`src/rtl/pl_id_ex_stage.sv`:
```
// ID/EX pipeline register with load-use stall, flush bubbles and a saturating stall counter.
// Define ID_WB_BYPASS_EN to forward the writeback result into rd1_e/rd2_e on a source match.
module pl_id_ex_stage #(
   parameter int WAD = 5,
   parameter int WD  = 32
) (
   input  logic           clk,
   input  logic           rst,
   input  logic           valid_d,
   input  logic [WD-1:0]  pc_d,
   input  logic [WD-1:0]  imm_d,
   input  logic [WAD-1:0] rs1_d,
   input  logic [WAD-1:0] rs2_d,
   input  logic [WAD-1:0] rd_d,
   input  logic           use_rs1_d,
   input  logic           use_rs2_d,
   input  logic [WD-1:0]  rd1_d,
   input  logic [WD-1:0]  rd2_d,
   input  logic [11:0]    ctrl_d,
   input  logic           reg_write_w,
   input  logic [WAD-1:0] rd_w,
   input  logic [WD-1:0]  result_w,
   input  logic           flush_e,
   output logic           stall_d,
   output logic           valid_e,
   output logic [WD-1:0]  pc_e,
   output logic [WD-1:0]  imm_e,
   output logic [WAD-1:0] rs1_e,
   output logic [WAD-1:0] rs2_e,
   output logic [WAD-1:0] rd_e,
   output logic [WD-1:0]  rd1_e,
   output logic [WD-1:0]  rd2_e,
   output logic [11:0]    ctrl_e,
   output logic [15:0]    stall_count
);

   typedef struct packed {
      logic           valid;
      logic [WD-1:0]  pc;
      logic [WD-1:0]  imm;
      logic [WAD-1:0] rs1;
      logic [WAD-1:0] rs2;
      logic [WAD-1:0] rd;
      logic [WD-1:0]  rd1;
      logic [WD-1:0]  rd2;
      logic [11:0]    ctrl;
   } ex_t;

   ex_t         ex_q, ex_d;
   logic [15:0] stall_count_q, stall_count_d;
   logic        hazard;
   logic        bubble;
   logic [WD-1:0] op1, op2;

   // Only a load sitting in EX can produce data too late for the next instruction.
   assign hazard = valid_d & ex_q.valid & ex_q.ctrl[10] & (ex_q.rd != '0) &
                   ((use_rs1_d & (rs1_d == ex_q.rd)) | (use_rs2_d & (rs2_d == ex_q.rd)));
   assign stall_d = hazard & ~flush_e;
   assign bubble  = flush_e | stall_d | ~valid_d;

`ifdef ID_WB_BYPASS_EN
   assign op1 = (reg_write_w && (rd_w != '0) && (rd_w == rs1_d)) ? result_w : rd1_d;
   assign op2 = (reg_write_w && (rd_w != '0) && (rd_w == rs2_d)) ? result_w : rd2_d;
`else
   logic unused_wb;
   assign unused_wb = ^{reg_write_w, rd_w, result_w};
   assign op1 = rd1_d;
   assign op2 = rd2_d;
`endif

   always_comb begin
      ex_d          = '0;
      stall_count_d = stall_count_q;
      if (!bubble) begin
         ex_d.valid = 1'b1;
         ex_d.pc    = pc_d;
         ex_d.imm   = imm_d;
         ex_d.rs1   = rs1_d;
         ex_d.rs2   = rs2_d;
         ex_d.rd    = rd_d;
         ex_d.rd1   = op1;
         ex_d.rd2   = op2;
         ex_d.ctrl  = ctrl_d;
      end
      if (stall_d && (stall_count_q != 16'hFFFF)) begin
         stall_count_d = stall_count_q + 16'd1;
      end
   end

   always_ff @(posedge clk or posedge rst) begin
      if (rst) begin
         ex_q          <= '0;
         stall_count_q <= '0;
      end else begin
         ex_q          <= ex_d;
         stall_count_q <= stall_count_d;
      end
   end

   assign valid_e     = ex_q.valid;
   assign pc_e        = ex_q.pc;
   assign imm_e       = ex_q.imm;
   assign rs1_e       = ex_q.rs1;
   assign rs2_e       = ex_q.rs2;
   assign rd_e        = ex_q.rd;
   assign rd1_e       = ex_q.rd1;
   assign rd2_e       = ex_q.rd2;
   assign ctrl_e      = ex_q.ctrl;
   assign stall_count = stall_count_q;

endmodule

```
`config.mk`:
```
export PLATFORM = sky130hd
export DESIGN_NAME = pl_id_ex_stage
export DESIGN_NICKNAME = d
export VERILOG_FILES = /design/src/rtl/pl_id_ex_stage.sv
export SDC_FILE = /design/constraint.sdc
export NUM_CORES = 1
export LEC_CHECK = 0
export CAP_MARGIN = 5
export CORE_AREA = 5 5 142 144
export CTS_CLUSTER_DIAMETER = 120
export DETAILED_ROUTE_END_ITERATION = 8
export DIE_AREA = 0 0 147 149
export MAX_ROUTING_LAYER = met4
export PLACE_DENSITY = 0.75
export SYNTH_ARGS = -nofsm -noshare
export SYNTH_HDL_FRONTEND = slang
export SYNTH_SLANG_ARGS = --single-unit
```
`constraint.sdc`:
```
create_clock -name clk -period 5.1 [get_ports clk]
set_input_delay 0.51 -clock clk [delete_from_list [all_inputs] [get_ports clk]]
set_output_delay 0.51 -clock clk [all_outputs]
set_load 0.01 [all_outputs]
```
==> impl_results.md <==
- Unrepaired setup endpoints after global routing: false
- Overall die width: 147 µm
- Ant. Diodes: 0
- Total track usage: 16.1%
- Mapped Area: around 6100 µm²
- Worst hold margin: 358 ps
- Nature of the critical path endpoint: primary output
- CTS clk-pin slew, worst paths: ~70 ps
- Synth area leaders: dfrtp_1 (71%), and2_1 (16%), xnor2_1 (3.3%), buf_6 (2.8%), nand3_1 (1.3%)
- Gpl congestion: ~0.86
- Initial antenna violation count: 0
- Crit path DAT: between 2000 and 3000 ps
- Cells after Synth: approximately 430
- Pwr Density: between 300 and 400 nW/µm²
- Sequential-to-total area share from yosys stat: a little over 70%
- Worst slew pin tran: 831 ps
- Final Critical Period: 3240 ps
- Fmax achieved: between 0.3 and 0.4 GHz
- Mapped Nets: roughly 630
- #FFs+latches synth: 172
- CP Data Required Time: 4590 ps
- DRT Wirelength: around 17000 µm
- Final Hold Vio Count: 0
- Total setup buffers inserted after CTS: 0
- Mean Syn Cell Area: around 14 µm²
- Part of the cycle the worst path needs: a little under two thirds
- Largest net degree at the start of global routing: around 120
- Share of the synthesized area in the top cell type: slightly above 70%
- Leak pwr: around 4.5 nW
- Layout area overhead: 67.8%
- Number of global-route vias before repair: 4599
- Critical Path Source Type: input port
- Drt first-iter violations: approximately 190
- Average routed wire per standard cell: ~17 µm
- Fin cells: 1015
- Synth warn: 0
- Final Skew: about 7.1 ps
- Prevailing post-synth register cell: dfrtp_1
- Min-Delay Path Class: in2async
- Final Setup Violations: 0
- Die area: ~22000 µm²
- Cell taking the most area after synthesis: dfrtp_1
- Drt first pass iters: 4
- Critical-path maximum fanout: 18
- Count of cell types in the netlist: 35
- Gr ovfl total: 0
- # port buffers: roughly 330
- EDFF count, synth: 0
- CTS tree: yes
- Final Max Tran Viols: 0
- Bufs on Longest Clock Path: 2
- Total core area: approximately 19000 µm²
- Max Cap Violations: 0
- Nets: 968
- First-pass GRT wire length: 26100 µm
- Peak supply drop: ~0.24 mV
- Antenna Nets Post-Route: 0
- Hold-fix buffers, CTS: 0
- Later-pin clock latency in the skew report: just over 400 ps
- Die H: 149 µm
- Htree depth: 4
- Vias per cell: about 4.3
- Post-Place Cells: between 900 and 1000
- Critical path class: in2out
- Run status: finished clean
- Root buf cell: clkbuf_16
- Hpwl dp: ~13000 µm
- Sum Neg Setup Slack: 0 ps
- Site row count: 50
- # clock sinks: around 170
- Inserted Clock Buffers: 17
- Synth async-reset ratio: 100%
- Initial Util: 32.6%
- Fin util: between 50% and 60%
- CTS resizes: 0
- Via count: 4365
- Slew margin rel.: 44.6%
- IO Pins: 372
- Share of post-route cells with drive strength above 1: 5.51%
- Drc violations: 0
-- metal layers --
layer  GRT usage [%]  share of wire [%]  up-vias
li1                -                  -     2036
met1            17.5                 38     2110
met2            27.4                 52      199
met3            6.35                8.7       20
met4            5.31                2.1        0
met5               -                  0        -
-- report_power, final --
part	switching, mW	total (mW)	internal, mW
clock network	0.575	1.32	0.745
registers	0.0153	1.43	1.41
logic	0.123	0.341	0.218
total	0.713	3.09	2.37
-- layout make-up --
| type | count | area (µm²) |
|---|---|---|
| Fill cell | 1586 | 8400 |
| Sequential cell | 172 | 4300 |
| Timing Repair Buffer | 337 | 3390 |
| Multi-Input combinational cell | 238 | 1570 |
| Clock buffer | 18 | 429 |
| Tap cell | 234 | 293 |
| Clock inverter | 14 | 180 |
| Inverter | 2 | 11.3 |
-- synthesized netlist by cell type, types with 2 or more instances --
master / count
and2_1: 156
buf_6: 15
clkbuf_1: 2
dfrtp_1: 172
nand2_1: 4
nand3_1: 16
nand4_1: 6
nor2_1: 4
nor3_1: 2
nor3b_1: 2
nor4_1: 5
nor4b_1: 2
xnor2_1: 23
-- stage by stage --
stage / setup slack (ps) / total power, mW / area, µm²
3_5_place_dp: 1860 / 1.80 / 9570
6_report: 1860 / 3.09 / 10200
2_1_floorplan: 2390 / 1.56 / 6070
3_3_place_gp: 1890 / 1.80 / 9570
5_1_grt: 1670 / 3.21 / 10200
4_1_cts: 1860 / 3.14 / 10200
-- kinds of logic after synthesis --
| family | Yosys count | share of synthesized area (%) |
|---|---|---|
| AOI/OAI and AO/OA | 6 | 0.949 |
| xor gates and xnor gates | 24 | 3.47 |
| adders and majority gates | 1 | 0.206 |
| buffers and inverters | 21 | 3.24 |
| DFF | 172 | 71.0 |
| muxes | 1 | 0.248 |
| and+or+nand+nor | 206 | 20.9 |
-- critical path, stage by stage --
cell             delay [ps]
clkdlybuf4s50_1         490
xnor2_1                 120
nand4_1                 130
o22ai_2                 700
and2_1                  230
clkdlybuf4s50_1         540
-- sequential cells by signal (all words and copies together) (netlist names) --
signal       count
rs1_e            5
imm_e           32
pc_e            32
rd_e             5
stall_count     16
valid_e          1
ctrl_e          12
rd2_e           32
rd1_e           32
rs2_e            5
-- final timing paths --
check	from	to	slack, ps	depth (start not counted)
worst min register to register	stall_count[10]$_DFFE_PP0P_	stall_count[10]$_DFFE_PP0P_	520	1
min in group clk	stall_count[10]$_DFFE_PP0P_	stall_count[10]$_DFFE_PP0P_	520	1
worst max register to register	rd_e[1]$_DFF_PP0_	ctrl_e[0]$_DFF_PP0_	2370	6
worst max-delay path	rs2_d[0]	stall_d	1860	6
max in group asynchronous	rst	rd_e[2]$_DFF_PP0_	3850	3
worst min-delay path	rst	rd1_e[11]$_DFF_PP0_	360	2
-- placed cells by master, fill, tap and decap left out, types with 2 or more instances in the layout --
cell             netlist  routed
clkinvlp_4             0       3
nor2_1                 4       4
buf_4                  1       2
nand2_1                4       4
clkinv_4               0       3
buf_12                 0       2
bufinv_16              0       2
nor4_1                 5       5
clkdlybuf4s50_1        0     333
nor3b_1                2       2
nor3_1                 2       2
dfrtp_1              172     172
clkbuf_16              0      17
xnor2_1               23      23
inv_6                  0       2
nand4_1                6       6
nand3_1               16      16
inv_8                  0       4
and2_1               156     156
nor4b_1                2       2
(Power assumes the default switching activity.)
